<file path="config.mk">
export PLATFORM = sky130hd
export DESIGN_NAME = tm_program_feeder_flat
export DESIGN_NICKNAME = d
export VERILOG_FILES = /design/src/rtl/tm_program_feeder_if.sv /design/src/rtl/tm_program_feeder.sv /design/src/flat_wrapper.sv
export SDC_FILE = /design/constraint.sdc
export NUM_CORES = 1
export LEC_CHECK = 0
export CAP_MARGIN = 20
export CORE_ASPECT_RATIO = 0.5
export CORE_MARGIN = 2
export CORE_UTILIZATION = 49
export CTS_CLUSTER_DIAMETER = 60
export CTS_CLUSTER_SIZE = 10
export DETAILED_ROUTE_END_ITERATION = 8
export GPL_TIMING_DRIVEN = 0
export PLACE_DENSITY = 0.76
export SLEW_MARGIN = 20
export SYNTH_ARGS = -nofsm -noshare
export SYNTH_HDL_FRONTEND = slang
export SYNTH_SLANG_ARGS = --single-unit
export TNS_END_PERCENT = 5
</file>
<file path="constraint.sdc">
create_clock -name clock -period 2.4 [get_ports clock]
set_input_delay 0.48 -clock clock [delete_from_list [all_inputs] [get_ports clock]]
set_output_delay 0.48 -clock clock [all_outputs]
set_load 0.02 [all_outputs]
</file>
<file path="src/rtl/tm_program_feeder_if.sv">
// Script ROM read bus plus the three entry strobes driven into the Turing machine.
// The feeder takes the master side; ROM and machine (or a bench) take the slave side.
interface tm_program_feeder_if #(
  parameter int ADDR_W = 8
);
  logic [ADDR_W-1:0] rom_addr;
  logic [7:0]        rom_data;
  logic [5:0]        data_out;
  logic              next_out;
  logic              done_out;

  modport master (output rom_addr, data_out, next_out, done_out, input rom_data);
  modport slave  (input rom_addr, data_out, next_out, done_out, output rom_data);
endinterface

</file>
<file path="src/rtl/tm_program_feeder.sv">
// Replays a ROM command script as timed input_data / Next / Done waveforms.
// Optional halt-on-compute_done for STEP commands is enabled by defining TM_FEED_HALT_EN.
module tm_program_feeder #(
  parameter int ADDR_W    = 8,
  parameter int SETUP_CYC = 3,
  parameter int PULSE_CYC = 2,
  parameter int GAP_CYC   = 2
) (
  input  logic              clock,
  input  logic              reset,
  input  logic              start,
`ifdef TM_FEED_HALT_EN
  input  logic              compute_done,
`endif
  tm_program_feeder_if.master bus,
  output logic              busy,
  output logic              finished,
  output logic              overrun,
  output logic [ADDR_W-1:0] cmd_count
);

  typedef enum logic [2:0] {IDLE, FETCH, LATCH, SETUP, PULSE, GAP, STOP} state_t;
  typedef enum logic [1:0] {OP_DATA, OP_DONE, OP_STEP, OP_END} op_t;
  typedef struct packed {
    op_t        op;
    logic [5:0] payload;
  } cmd_t;

  state_t      state;
  logic [15:0] cnt;
  cmd_t        cmd;

  assign cmd = bus.rom_data;

  // Each timed state loads cnt with (length-1) on entry and leaves when it hits 0.
  // busy/finished are settled on the edge entering STOP, so STOP itself only
  // spends one cycle refusing start before IDLE.
  always_ff @(posedge clock or posedge reset) begin
    if (reset) begin
      state        <= IDLE;
      cnt          <= '0;
      bus.rom_addr <= '0;
      bus.data_out <= '0;
      bus.next_out <= 1'b0;
      bus.done_out <= 1'b0;
      busy         <= 1'b0;
      finished     <= 1'b0;
      overrun      <= 1'b0;
      cmd_count    <= '0;
    end else begin
      case (state)
        IDLE: if (start) begin
          bus.rom_addr <= '0;
          cmd_count    <= '0;
          finished     <= 1'b0;
          overrun      <= 1'b0;
          busy         <= 1'b1;
          state        <= FETCH;
        end
        FETCH: state <= LATCH;
        LATCH: begin
          case (cmd.op)
            OP_DATA: begin
              bus.data_out <= cmd.payload;
              cnt          <= 16'(SETUP_CYC - 1);
              state        <= SETUP;
            end
            OP_DONE: begin
              bus.done_out <= 1'b1;
              cnt          <= 16'(PULSE_CYC - 1);
              state        <= PULSE;
            end
            OP_STEP: begin
`ifdef TM_FEED_HALT_EN
              if (compute_done) begin
                finished <= 1'b1;
                busy     <= 1'b0;
                state    <= STOP;
              end else begin
                bus.next_out <= 1'b1;
                cnt          <= 16'(PULSE_CYC - 1);
                state        <= PULSE;
              end
`else
              bus.next_out <= 1'b1;
              cnt          <= 16'(PULSE_CYC - 1);
              state        <= PULSE;
`endif
            end
            default: begin
              finished <= 1'b1;
              busy     <= 1'b0;
              state    <= STOP;
            end
          endcase
        end
        SETUP: begin
          if (cnt == '0) begin
            bus.next_out <= 1'b1;
            cnt          <= 16'(PULSE_CYC - 1);
            state        <= PULSE;
          end else begin
            cnt <= cnt - 16'd1;
          end
        end
        PULSE: begin
          if (cnt == '0) begin
            bus.next_out <= 1'b0;
            bus.done_out <= 1'b0;
            cmd_count    <= cmd_count + 1'b1;
            cnt          <= 16'(GAP_CYC - 1);
            state        <= GAP;
          end else begin
            cnt <= cnt - 16'd1;
          end
        end
        GAP: begin
          if (cnt != '0) begin
            cnt <= cnt - 16'd1;
          end else if (&bus.rom_addr) begin
            // Ran off the last ROM word without an END command.
            overrun <= 1'b1;
            busy    <= 1'b0;
            state   <= STOP;
          end else begin
            bus.rom_addr <= bus.rom_addr + 1'b1;
            state        <= FETCH;
          end
        end
        STOP:    state <= IDLE;
        default: state <= IDLE;
      endcase
    end
  end

endmodule

</file>
<file path="src/flat_wrapper.sv">
// flat-port wrapper written by rule: the top's interface ports become plain ports
module tm_program_feeder_flat 
#(
  parameter int ADDR_W    = 8,
  parameter int SETUP_CYC = 3,
  parameter int PULSE_CYC = 2,
  parameter int GAP_CYC   = 2
)
  (clock, reset, start, busy, finished, overrun, cmd_count, bus_rom_addr, bus_data_out, bus_next_out, bus_done_out, bus_rom_data);
  tm_program_feeder_if #(.ADDR_W(ADDR_W)) bus_i ();
  input  logic clock;
  input  logic reset;
  input  logic start;
  output logic busy;
  output logic finished;
  output logic overrun;
  output logic [ADDR_W-1:0] cmd_count;
  output wire logic [$bits(bus_i.rom_addr)-1:0] bus_rom_addr;
  output wire logic [$bits(bus_i.data_out)-1:0] bus_data_out;
  output wire logic [$bits(bus_i.next_out)-1:0] bus_next_out;
  output wire logic [$bits(bus_i.done_out)-1:0] bus_done_out;
  input wire logic [$bits(bus_i.rom_data)-1:0] bus_rom_data;
  assign bus_rom_addr = bus_i.rom_addr;
  assign bus_data_out = bus_i.data_out;
  assign bus_next_out = bus_i.next_out;
  assign bus_done_out = bus_i.done_out;
  assign bus_i.rom_data = bus_rom_data;
  tm_program_feeder #(.ADDR_W(ADDR_W), .SETUP_CYC(SETUP_CYC), .PULSE_CYC(PULSE_CYC), .GAP_CYC(GAP_CYC)) u_core (.clock(clock), .reset(reset), .start(start), .bus(bus_i), .busy(busy), .finished(finished), .overrun(overrun), .cmd_count(cmd_count));
endmodule
</file>
=== After elaboration in Yosys (flattened, before gate mapping) ===
Index checks and enable logic that the tools add are counted.

* Reductions and logical operators: 25
* Muxes and demuxes: 34
* Equal/unequal tests: 18
* $add $sub $neg: 3

{| class="wikitable"
|+ Operator list
! cell !! number
|-
| 16-bit one-hot mux with 3 select lines || 1
|-
| 16-bit two-way mux || 2
|-
| 8-bit two-way mux || 4
|-
| 16-bit one-hot mux with 2 select lines || 1
|-
| 8-bit one-hot mux with 2 select lines || 2
|-
| 3-bit one-hot mux with 6 select lines || 1
|-
| 8-bit by 1-bit adder with 8-bit output (second input constant) || 2
|-
| 16-bit logical NOT || 1
|-
| 4-bit AND reduction || 4
|-
| 16-bit nonzero test || 1
|-
| 16-bit by 1-bit subtractor with 16-bit output (second input constant) || 1
|-
| 3-bit two-way mux || 5
|-
| 1-bit two-way mux || 12
|-
| 2-bit by 1-bit inequality test with 1-bit output (second input constant) || 6
|-
| 3-bit AND reduction || 4
|-
| 3-bit nonzero test || 3
|-
| 2-bit inequality test (second input constant) || 4
|-
| 8-bit AND reduction || 1
|-
| 2-bit nonzero test || 4
|-
| 3-bit by 2-bit equality test with 1-bit output (second input constant) || 2
|-
| 3-bit equality test (second input constant) || 2
|-
| 1-bit one-hot mux with 2 select lines || 3
|-
| 1-bit one-hot mux with 3 select lines || 2
|-
| 3-bit one-hot mux with 2 select lines || 1
|-
| 10 further kinds || 11
|}

* Logic and storage cells: 90
* Bits in registers: 46

=== Depth between registers and ports, before layout ===
Gate-level depths: netlist of the first run.

* Depth in word-level cells: 4
* Mapped depth: 8

=== Worst setup path after synthesis of the first run ===
OpenSTA, ideal clock, no wires.

* Path type: register to register
* From: register u_core.cnt[10]
* To: register u_core.cnt[14]
* Required time: 2.280 ns
* Slack: -0.031 ns
* Path buffers: 1
* Library setup time: 0.120 ns
* Stages on the path, launching flop included: 7
* Arrival time: 2.311 ns
* Clock period less this slack: 2.431 ns
* Cells stage by stage: dfrtp_1 -> or4_4 -> or4b_4 -> buf_6 -> or4_4 -> xor2_1 -> nor2_2

* Longest elaborated chain between the ends: 3
* Elaborated cells between the ends (all ways): 8

{| class="wikitable"
|+ Ends and longest elaborated chain
! what !! RTL line !! RTL
|-
| from (decl) || tm_program_feeder.sv:30 || <nowiki>logic [15:0] cnt;</nowiki>
|-
| from (signal assigned) || tm_program_feeder.sv:65 || <nowiki>cnt <= 16'(SETUP_CYC - 1);</nowiki>
|-
| from (signal assigned) || tm_program_feeder.sv:70 || <nowiki>cnt <= 16'(PULSE_CYC - 1);</nowiki>
|-
| from (signal assigned) || tm_program_feeder.sv:86 || <nowiki>cnt <= 16'(PULSE_CYC - 1);</nowiki>
|-
| 16-bit by 1-bit subtractor with 16-bit output, or another cell as far along || tm_program_feeder.sv:103, tm_program_feeder.sv:114, tm_program_feeder.sv:119 ||
|-
| 16-bit two-way mux, or another cell as far along || tm_program_feeder.sv:118 || <nowiki>if (cnt != '0) begin</nowiki>
|-
| 16-bit one-hot mux with 3 select lines / 3-bit AND reduction (equally long branches) || -- ||
|}

Parallel ways exist; a longest one is shown, timed or not. The select of a mux whose other input is x is not followed.
A chain may end at the register's enable or synchronous reset.

=== Worst setup path after layout of the first run ===
* From: register u_core.cnt[9]
* To: register u_core.cnt[14]

The elaborated chain is that of the path after synthesis.

==> Flow_metrics.wiki, run 1 <==
{| class="wikitable"
! Metric !! Value
|-
| Run status || finished with violations
|-
| Violated checks || setup timing
|-
| Post-Layout Cell Count || 395
|-
| Worst setup EP type || register
|-
| Count of pins over their slew limit || 0
|-
| Unrepaired setup endpoints after global routing || true
|-
| Logic depth of the worst register-to-register path || 5
|-
| DRC Markers || 0
|-
| Met1 usage || 0.310
|-
| Number of design-rule violations left by the first detailed-router iteration || 135
|-
| Top flip-flop cell by instance count after synthesis || sky130_fd_sc_hd__dfrtp_1
|-
| Area occupied by multi-input gates || 0.00144 mm2
|-
| Die area || 0.00589 mm2
|-
| Post-route ant nets || 0
|-
| Total routing resource utilization after global routing || 0.237
|-
| Post-route clock period utilization || 1.03
|-
| Initial antenna violation count || 0
|-
| Routed via count divided by cell count || 5.93
|-
| Worst path most repeated cell || sky130_fd_sc_hd__or4_4
|-
| Clock transition at the registers of the reported paths || 0.09 ns
|-
| Sequential area share after synthesis || 0.447
|-
| Gpl congestion || 0.904
|-
| Via count of the first global-routing pass || 2345
|-
| Clock tree skew after final layout || 0.00690 ns
|-
| Transition at the pin with the smallest max-transition slack || 0.561 ns
|-
| Final worst-path setup slack || -0.0643 ns
|-
| Net count after synthesis || 292
|-
| Vias || 2342
|-
| Area growth from synthesis to final layout || 28.7%
|-
| Crit path time final || 2.46 ns
|-
| Synthesized cell area || 0.00257 mm2
|-
| Average wire length per cell after detail routing || 16.9 um
|-
| Reg-to-reg critical path endpoint || u_core.cnt[14]
|-
| Placeable core region || 0.00500 mm2
|-
| Final net count || 343
|-
| Slowest stage cell, crit path || sky130_fd_sc_hd__or4b_4
|-
| Final Routed Wirelength || 6.70 mm
|-
| Synthesized flop and latch total || 46
|-
| Detailed placer's ending HPWL || 4.64 mm
|-
| Min Hold Slack || 0.443 ns
|-
| Largest net degree at the start of global routing || 35
|-
| # diodes || 0
|-
| Most repeated cell in the gate-level netlist after synthesis || sky130_fd_sc_hd__dfrtp_1
|-
| CP Class || register to register
|-
| Proportion of layout cells with a drive suffix above 1 || 0.154
|-
| Global-route wire length before repair || 11.2 mm
|-
| Initial cell density of the core || 0.515
|-
| Busiest metal layer after global routing || met2
|-
| Post-Syn Area per Cell || 9.43 um2
|-
| Post-synth top area share || 0.447
|-
| Placement Cell Area || 0.00305 mm2
|-
| Total setup violations reported at the end of the flow || 11
|-
| Met2 global-route usage || 0.406
|-
| Startpoint of the worst-slack reg-to-reg timing path || u_core.cnt[9]
|-
| Overflow left after global routing || 0
|-
| Worst-case vdd ir drop || 567 uV
|-
| Critical Path Max Stage Delay || 0.61 ns
|-
| Pwr dens || 1150 mW/mm2
|-
| Synth area leader || sky130_fd_sc_hd__dfrtp_1
|-
| Die Y-Extent || 55.3 um
|-
| Number of clock buffers inserted by TritonCTS || 5
|-
| Final std cell area, no fill || 0.00331 mm2
|-
| FF/Latch Area || 0.00115 mm2
|-
| Core utilization of the finished layout || 0.663
|-
| Placement row count || 18
|-
| Max capacitance violation total || 0
|-
| Detailed-routing iteration count for the pre-antenna-repair pass || 4
|-
| Clock tree from TritonCTS || yes
|-
| Number of enable-type register cells in the synthesized netlist || 0
|-
| I/O Pins || 38
|-
| Leakage dissipation || 0.00137 uW
|-
| Setup slack of the most critical reg-to-reg path || -0.06 ns
|-
| Hold violation count in the final report || 0
|-
| Total instance count after detailed placement || 381
|-
| Cell family with the largest share of critical-path delay || simple AND/OR/NAND/NOR gates
|-
| Min-Delay Path Class || input port to asynchronous set/reset pin
|-
| TritonCTS Sinks || 46
|-
| Post-synth cell types || 49
|-
| Type of element launching the critical path || register
|-
| Cells traversed along the worst timing path || or4_4 -> or4b_4 -> or4_4 -> xor2_2 -> nor2_2
|-
| Number of warnings issued by yosys || 0
|-
| Number of buffers and inverters on the critical path || 0
|-
| Worst slew margin relative to its limit || 0.623
|-
| Data required time of the worst path || 2.64 ns
|-
| Ranking of synthesized cells by area || sky130_fd_sc_hd__dfrtp_1 (45%), sky130_fd_sc_hd__nor2_1 (4.4%), sky130_fd_sc_hd__a21oi_1 (4.1%), sky130_fd_sc_hd__ha_1 (3.9%), sky130_fd_sc_hd__xor2_1 (3.7%)
|-
| CTS Hold Buffers Added || 0
|-
| Number of levels the H-tree was split into || 2
|-
| Asr flop ratio synth || 1.00
|-
| Fraction of met3 tracks used by global routing || 0.0531
|-
| Clock latency reported for the late side of the worst-skew pair || 0.30 ns
|-
| Achievable Freq || 406 MHz
|-
| Maximum fanout encountered on the critical timing path || 8
|-
| Die Wd || 107 um
|-
| CTS Root Buffer Type || sky130_fd_sc_hd__clkbuf_8
|-
| Filler instances || 432
|-
| Synthesized netlist cell count || 273
|-
| Arrival time of data at the critical path endpoint || 2.70 ns
|-
| Clock buffer depth || 2
|-
| Port Buf Inserts || 37
|-
| Most frequent cells after synthesis || sky130_fd_sc_hd__dfrtp_1 (46), sky130_fd_sc_hd__nor2_1 (30), sky130_fd_sc_hd__a21oi_1 (21)
|}
layout make-up:
cell class / instances / area share
Multi-Input combinational cell: 208 / 0.435
Sequential cell: 46 / 0.347
Timing Repair Buffer: 45 / 0.135
Tap cell: 70 / 0.0264
Clock buffer: 6 / 0.0219
Buffer: 10 / 0.0140
Clock inverter: 2 / 0.0113
Inverter: 8 / 0.00906
cell usage in the layout, fill, tap and decap left out, types with 7 or more instances in the layout:
cell	netlist	routed
sky130_fd_sc_hd__dfrtp_1	46	46
sky130_fd_sc_hd__clkdlybuf4s50_1	0	35
sky130_fd_sc_hd__nor2_1	30	29
sky130_fd_sc_hd__a21oi_1	21	21
sky130_fd_sc_hd__nand2_1	17	17
sky130_fd_sc_hd__nand3_1	14	14
sky130_fd_sc_hd__nand4_1	10	10
sky130_fd_sc_hd__xor2_1	11	10
sky130_fd_sc_hd__o21ai_0	10	10
sky130_fd_sc_hd__clkbuf_1	9	8
sky130_fd_sc_hd__buf_4	0	8
sky130_fd_sc_hd__nor3_1	10	8
sky130_fd_sc_hd__mux2_2	7	7
power breakdown:
group / internal, uW / switching [uW]
logic: 827 / 1170
registers: 1000 / 229
clock network: 311 / 277
total: 2140 / 1670
metal layers:
layer	part of all wire	routed length [um]
met5	0	0
met1	0.46	3090
met3	0.044	296
met4	0.0070	47
met2	0.49	3260
registers in the layout, indices dropped and copies added, names as in the netlist:
register,flops
u_core.cnt,16
u_core.bus.rom_addr,8
u_core.cmd_count,8
u_core.bus.data_out,6
u_core.state,3
u_core.bus.done_out,1
u_core.bus.next_out,1
u_core.busy,1
u_core.finished,1
u_core.overrun,1
worst register-to-register path, stage by stage (launching register included):
cell                      delay (ns)
sky130_fd_sc_hd__dfrtp_1        0.40
sky130_fd_sc_hd__or4_4          0.60
sky130_fd_sc_hd__or4b_4         0.61
sky130_fd_sc_hd__or4_4          0.56
sky130_fd_sc_hd__xor2_2         0.16
sky130_fd_sc_hd__nor2_2         0.08
per-stage QoR:
stage	TNS, ns	power, uW	setup WS (ns)
after global routing	-1.19	4050	-0.149
final	-0.361	3810	-0.0643
after floorplan	-0.0312	2410	-0.0312
after CTS	-0.152	3730	-0.0533
after global placement	-10.23	2890	-0.536
after detailed placement	-6.60	2980	-0.658
how the worst max path moves through the flow:
| stage | from | end | depth (start not counted) |
|---|---|---|---|
| floorplan | u_core.cnt[10] | u_core.cnt[14] | 6 |
| global placement | bus_rom_data[6] | u_core.cnt[15] | 8 |
| detailed placement | bus_rom_data[7] | u_core.cnt[15] | 8 |
| CTS | bus_rom_data[6] | u_core.cnt[9] | 8 |
| global route | u_core.cnt[0] | u_core.cmd_count[7] | 7 |
| finish | u_core.cnt[9] | u_core.cnt[14] | 5 |
kinds of logic (layout without fill, tap and decap cells):
group,Yosys count,count (layout),share of synthesized area
fa+ha+maj,8,8,0.0389
simple gates,122,122,0.263
flops,46,46,0.447
xor+xnor,16,16,0.0544
compound gates,55,55,0.135
mux,7,7,0.0306
buf+inv,19,71,0.0311
timing repair:
item | 4_1_cts | 5_1_grt
endpoints found under the setup margin | 24 | 21
buffers inserted | 6 | 1
pin swaps | 5 | 1
gates resized for setup | 15 | 9
Note: power is estimated with default switching activity, not from simulation.
==> run 2, diff against run 1 <==
--- a/config.mk
+++ b/config.mk
@@ -7,8 +7,9 @@
 export LEC_CHECK = 0
 export CAP_MARGIN = 20
 export CORE_ASPECT_RATIO = 0.5
-export CORE_MARGIN = 2
+export CORE_MARGIN = 4
 export CORE_UTILIZATION = 49
+export CTS_BUF_LIST = sky130_fd_sc_hd__clkbuf_16
 export CTS_CLUSTER_DIAMETER = 60
 export CTS_CLUSTER_SIZE = 10
 export DETAILED_ROUTE_END_ITERATION = 8
==> run 2 against run 1 <==
Net effect: the flow still finishes with violations (setup timing); final cell count rose by 1.0%; clock-buffer cell count down 1; utilization is 1.0 points higher; maximum frequency rose by 2.5%; critical endpoint unchanged.
==> Flow_metrics.wiki, run 2 (synthesis gave the netlist of run 1 again) <==
{| class="wikitable"
! Metric !! Value
|-
| Final net count || 347
|-
| Clock buffer depth || 2
|-
| CP Class || register to register
|-
| Fraction of met3 tracks used by global routing || 0.0418
|-
| Number of buffers and inverters on the critical path || 0
|-
| I/O Pins || 38
|-
| Initial cell density of the core || 0.515
|-
| Cell family with the largest share of critical-path delay || simple AND/OR/NAND/NOR gates
|-
| Placeable core region || 0.00500 mm2
|-
| Slowest stage cell, crit path || sky130_fd_sc_hd__or4_4
|-
| Number of clock buffers inserted by TritonCTS || 5
|-
| Number of levels the H-tree was split into || 2
|-
| Vias || 2343
|-
| Clock latency reported for the late side of the worst-skew pair || 0.28 ns
|-
| Post-Layout Cell Count || 399
|-
| # diodes || 0
|-
| Routed via count divided by cell count || 5.87
|-
| Crit path time final || 2.40 ns
|-
| Top reg by flops || u_core.cnt
|-
| Worst path most repeated cell || sky130_fd_sc_hd__or4_4
|-
| Area growth from synthesis to final layout || 30.6%
|-
| Final Routed Wirelength || 6.53 mm
|-
| Type of element launching the critical path || register
|-
| Min-Delay Path Class || input port to asynchronous set/reset pin
|-
| Placement row count || 18
|-
| Stages on worst setup path || 5
|-
| Met1 usage || 0.271
|-
| CTS Hold Buffers Added || 0
|-
| Final worst-path setup slack || -0.00442 ns
|-
| Most frequent standard cell in the layout excluding fill and tap cells || sky130_fd_sc_hd__dfrtp_1
|-
| Startpoint of the worst-slack reg-to-reg timing path || u_core.cnt[8]
|-
| CTS Root Buffer Type || sky130_fd_sc_hd__clkbuf_16
|-
| Detailed placer's ending HPWL || 4.66 mm
|-
| Leading cell types in the layout, fill and taps excluded || sky130_fd_sc_hd__dfrtp_1 (44), sky130_fd_sc_hd__clkdlybuf4s50_1 (35), sky130_fd_sc_hd__nor2_1 (29)
|-
| Violated checks || setup timing
|-
| Die area || 0.00655 mm2
|-
| Pwr dens || 1160 mW/mm2
|-
| Arrival time of data at the critical path endpoint || 2.58 ns
|-
| DRC Markers || 0
|-
| Worst-case vdd ir drop || 611 uV
|-
| Port Buf Inserts || 37
|-
| Busiest metal layer after global routing || met2
|-
| Clock transition at the registers of the reported paths || 0.06 ns
|-
| Largest net degree at the start of global routing || 35
|-
| Post-route clock period utilization || 1.00
|-
| Logic depth of the worst register-to-register path || 5
|-
| Worst slew margin relative to its limit || 0.604
|-
| Average wire length per cell after detail routing || 16.4 um
|-
| CP Launch Point || u_core.cnt[8]
|-
| Proportion of layout cells with a drive suffix above 1 || 0.164
|-
| Setup slack of the most critical reg-to-reg path || -0.004 ns
|-
| Unrepaired setup endpoints after global routing || true
|-
| Initial antenna violation count || 0
|-
| TritonCTS Sinks || 46
|-
| Global-route wire length before repair || 11.1 mm
|-
| Max capacitance violation total || 0
|-
| Achievable Freq || 416 MHz
|-
| Critical Path Max Stage Delay || 0.57 ns
|-
| Worst setup EP type || register
|-
| Maximum fanout encountered on the critical timing path || 5
|-
| Die Y-Extent || 59.3 um
|-
| Die Wd || 111 um
|-
| Leakage dissipation || 0.00140 uW
|-
| Min Hold Slack || 0.469 ns
|-
| Met2 global-route usage || 0.359
|-
| Overflow left after global routing || 0
|-
| Total routing resource utilization after global routing || 0.206
|-
| Setup crit end || u_core.cnt[14]
|-
| Number of design-rule violations left by the first detailed-router iteration || 152
|-
| Transition at the pin with the smallest max-transition slack || 0.589 ns
|-
| Post-route ant nets || 0
|-
| Core utilization of the finished layout || 0.673
|-
| Gpl congestion || 0.868
|-
| Clock tree from TritonCTS || yes
|-
| Registers with the highest flip-flop counts || u_core.cnt (16), u_core.bus.rom_addr (8), u_core.cmd_count (8)
|-
| Hold violation count in the final report || 0
|-
| Cells traversed along the worst timing path || or4_4 -> or4b_4 -> or4_4 -> xor2_1 -> nor2_2
|-
| Detailed-routing iteration count for the pre-antenna-repair pass || 4
|-
| Count of pins over their slew limit || 0
|-
| Data required time of the worst path || 2.57 ns
|-
| Run status || finished with violations
|-
| Total setup violations reported at the end of the flow || 1
|-
| Total Power Consumption || 3900 uW
|-
| Via count of the first global-routing pass || 2426
|-
| Clock tree skew after final layout || 0.00408 ns
|-
| Total instance count after detailed placement || 381
|-
| Reg-to-reg critical path endpoint || u_core.cnt[14]
|-
| Number of flip-flops under the largest register name || 16
|}
-- run 2: power by group --
group | internal (uW) | leakage, uW | total (uW) | switching, uW
clock | 377 | 0.0000724 | 653 | 276
sequential | 1010 | 0.000604 | 1230 | 221
combinational | 872 | 0.000719 | 2020 | 1150
total | 2250 | 0.00140 | 3900 | 1650
-- run 2: area by class of cell --
class | count | area [um2]
Sequential cell | 46 | 1150
Buffer | 10 | 46.3
Clock inverter | 3 | 12.5
Inverter | 8 | 30.0
Timing Repair Buffer | 49 | 470
Tap cell | 70 | 87.6
Fill cell | 385 | 1640
Clock buffer | 5 | 125
Multi-Input combinational cell | 208 | 1440
-- run 2: routing by layer --
layer / share of wire / vias up / routed length [um]
met5: 0 / - / 0
met4: 0.010 / 0 / 68
met3: 0.071 / 10 / 464
met2: 0.47 / 88 / 3100
met1: 0.44 / 1138 / 2900
li1: - / 1107 / -
-- run 2: what timing repair did --
| action | 4_1_cts | 5_1_grt |
|---|---|---|
| setup endpoints to repair | 24 | 24 |
| pin swaps | 5 | 5 |
| gates resized for setup | 17 | 10 |
| setup buffers | 6 | 5 |
| endpoints found under the hold margin | 0 | 0 |
-- run 2: worst min path at each step --
stage	startpoint	cells after the start	slack, ns	end
final	reset	2	0.47	u_core.cnt[10]
after floorplan	u_core.cnt[3]	2	0.51	u_core.cnt[3]
after detailed placement	u_core.bus.data_out[3]	1	0.50	u_core.bus.data_out[3]
after global routing	reset	2	0.51	u_core.cnt[14]
after global placement	u_core.bus.data_out[2]	1	0.49	u_core.bus.data_out[2]
after CTS	reset	2	0.49	u_core.bus.done_out
-- run 2: per-stage QoR --
stage	TNS, ns	area [um2]	setup slack [ns]
2_1_floorplan	-0.0312	2570	-0.0312
3_3_place_gp	-9.53	3030	-0.456
3_5_place_dp	-5.86	3050	-0.544
4_1_cts	-0.0436	3290	-0.0385
5_1_grt	-0.0824	3360	-0.0546
6_report	-0.00442	3360	-0.00442
==> run 3, diff against run 2 <==
--- a/config.mk
+++ b/config.mk
@@ -15,6 +15,7 @@
 export DETAILED_ROUTE_END_ITERATION = 8
 export GPL_TIMING_DRIVEN = 0
 export PLACE_DENSITY = 0.76
+export REMOVE_ABC_BUFFERS = 1
 export SLEW_MARGIN = 20
 export SYNTH_ARGS = -nofsm -noshare
 export SYNTH_HDL_FRONTEND = slang
==> run 3 against run 2 <==
Net effect: the flow still finishes with violations (setup timing); clock power barely moved; total power down 0.30%; wire length decreased by 1.9%; non-clock buffer count fell by 7; critical path depth unchanged; utilization decreased by 0.28 points; flip-flop and latch count unchanged; global-route usage rose by 0.29 points; sequential power grew 6%; worst hold slack better by 0.041 ns.
==> Flow_metrics.wiki, run 3 (synthesis gave the netlist of run 1 again) <==
{| class="wikitable"
! Metric !! Value
|-
| Run status || finished with violations
|-
| Violated checks || setup timing
|-
| Maximum fanout encountered on the critical timing path || 6
|-
| Min-Delay Path Class || register to register
|-
| Post-route ant nets || 0
|-
| Number of buffers and inverters on the critical path || 0
|-
| Fraction of met3 tracks used by global routing || 0.0469
|-
| Worst-case vdd ir drop || 540 uV
|-
| Total routing resource utilization after global routing || 0.209
|-
| Number of clock buffers inserted by TritonCTS || 5
|-
| Final Routed Wirelength || 6.41 mm
|-
| Transition at the pin with the smallest max-transition slack || 0.860 ns
|-
| Largest net degree at the start of global routing || 28
|-
| Post-Layout Cell Count || 392
|-
| Final net count || 340
|-
| Average wire length per cell after detail routing || 16.4 um
|-
| Cells traversed along the worst timing path || or4_4 -> or4b_4 -> or4_4 -> xor2_2 -> nor2_2
|-
| Leading cell types in the layout, fill and taps excluded || sky130_fd_sc_hd__dfrtp_1 (45), sky130_fd_sc_hd__clkdlybuf4s50_1 (35), sky130_fd_sc_hd__nor2_1 (29)
|-
| Registers with the highest flip-flop counts || u_core.cnt (16), u_core.bus.rom_addr (8), u_core.cmd_count (8)
|-
| Number of flip-flops under the largest register name || 16
|-
| Total instance count after detailed placement || 371
|-
| Clock tree skew after final layout || 0.00757 ns
|-
| Worst slew margin relative to its limit || 0.423
|-
| Total setup violations reported at the end of the flow || 1
|-
| I/O Pins || 38
|-
| CTS Hold Buffers Added || 0
|-
| Worst slack at placement || -0.576 ns
|-
| Busiest metal layer after global routing || met2
|-
| Post-route clock period utilization || 1.02
|-
| Worst hold path stage count || 2
|-
| Die Wd || 111 um
|-
| Unrepaired setup endpoints after global routing || true
|-
| Gpl congestion || 0.865
|-
| Stages on worst setup path || 5
|-
| CTS Root Buffer Type || sky130_fd_sc_hd__clkbuf_16
|-
| Logic depth of the worst register-to-register path || 5
|-
| Leakage dissipation || 0.00139 uW
|-
| Worst setup EP type || register
|-
| Die Y-Extent || 59.3 um
|-
| Detailed-routing iteration count for the pre-antenna-repair pass || 4
|-
| Slowest stage cell, crit path || sky130_fd_sc_hd__or4b_4
|-
| Final worst-path setup slack || -0.0403 ns
|-
| Proportion of layout cells with a drive suffix above 1 || 0.174
|-
| Filler instances || 404
|-
| Routed via count divided by cell count || 5.94
|-
| Initial cell density of the core || 0.515
|-
| Achievable Freq || 410 MHz
|-
| Placeable core region || 0.00500 mm2
|-
| Top reg by flops || u_core.cnt
|-
| # diodes || 0
|-
| Placement row count || 18
|-
| Clock latency reported for the late side of the worst-skew pair || 0.28 ns
|-
| TNS Setup || -0.0403 ns
|-
| Clock buffer depth || 2
|-
| Number of design-rule violations left by the first detailed-router iteration || 161
|-
| Worst path most repeated cell || sky130_fd_sc_hd__or4_4
|-
| Count of pins over their slew limit || 0
|-
| Overflow left after global routing || 0
|-
| Crit path time final || 2.44 ns
|-
| Detailed placer's ending HPWL || 4.39 mm
|-
| Via count of the first global-routing pass || 2305
|-
| Cell family with the largest share of critical-path delay || simple AND/OR/NAND/NOR gates
|-
| Port Buf Inserts || 37
|-
| Type of element launching the critical path || register
|-
| CP Class || register to register
|-
| Number of levels the H-tree was split into || 2
|-
| TritonCTS Sinks || 46
|-
| Met1 usage || 0.268
|-
| Data required time of the worst path || 2.55 ns
|-
| Most frequent standard cell in the layout excluding fill and tap cells || sky130_fd_sc_hd__dfrtp_1
|-
| Clock transition at the registers of the reported paths || 0.06 ns
|-
| Initial antenna violation count || 0
|-
| Pwr dens || 1160 mW/mm2
|-
| Hold violation count in the final report || 0
|-
| Area growth from synthesis to final layout || 30.1%
|-
| Core utilization of the finished layout || 0.670
|-
| Vias || 2330
|-
| Die area || 0.00655 mm2
|-
| Setup slack of the most critical reg-to-reg path || -0.04 ns
|-
| Critical Path Max Stage Delay || 0.56 ns
|-
| DRC Markers || 0
|-
| Global-route wire length before repair || 11.1 mm
|-
| Max capacitance violation total || 0
|-
| Met2 global-route usage || 0.368
|-
| Arrival time of data at the critical path endpoint || 2.59 ns
|-
| Clock tree from TritonCTS || yes
|}
==> run 3: power breakdown <==
part           leakage (uW)  switching [uW]  internal (uW)  total, uW
registers          0.000605             290           1010       1300
logic              0.000717            1090            857       1940
clock network     0.0000724             275            376        651
==> run 3: layer usage <==
| metal | share of wire | up-vias | wire length [um] |
|---|---|---|---|
| met4 | 0.0066 | 0 | 42 |
| met1 | 0.45 | 1155 | 2900 |
| met3 | 0.057 | 4 | 363 |
| met2 | 0.48 | 79 | 3110 |
| li1 | - | 1092 | - |
| met5 | 0 | - | 0 |
==> run 3: repair_timing <==
item                                    4_1_cts  5_1_grt
setup buffers                                11        2
endpoints found under the setup margin       20       26
pin swaps                                     7        5
resized for setup                            16        7
==> run 3: layout make-up <==
type | count | area [um2] | area share
well taps | 70 | 87.6 | 0.0261
clock buffers | 5 | 125 | 0.0374
flip-flops and latches | 46 | 1150 | 0.344
multi-input cells | 208 | 1440 | 0.430
repair buffers | 52 | 500 | 0.149
clock inverters | 3 | 12.5 | 0.00374
inverters | 8 | 30.0 | 0.00897
==> run 3: tightest hold or removal path, delay by kind of cell (launching register included) <==
family             cells  cell delay [ns]
and+or+nand+nor        1             0.07
DFF                    1             0.35
AOI/OAI and AO/OA      1             0.05
==> run 3: worst paths after layout <==
| check | from | end |
|---|---|---|
| hold reg to reg | u_core.overrun | u_core.overrun |
| max in group asynchronous | reset | u_core.bus.rom_addr[3] |
| setup reg to reg | u_core.cnt[8] | u_core.cnt[14] |
| setup / recovery | u_core.cnt[8] | u_core.cnt[14] |
| min in group asynchronous | reset | u_core.cnt[15] |
| hold / removal | u_core.overrun | u_core.overrun |
==> run 3: through the flow <==
stage          total power, uW  hold WS (ns)  instance area, um2
3_3_place_gp              2860         0.489                2980
2_1_floorplan             2390         0.514                2520
6_report                  3890         0.510                3350
4_1_cts                   3840         0.511                3310
5_1_grt                   4170         0.536                3350
3_5_place_dp              2950         0.498                3020
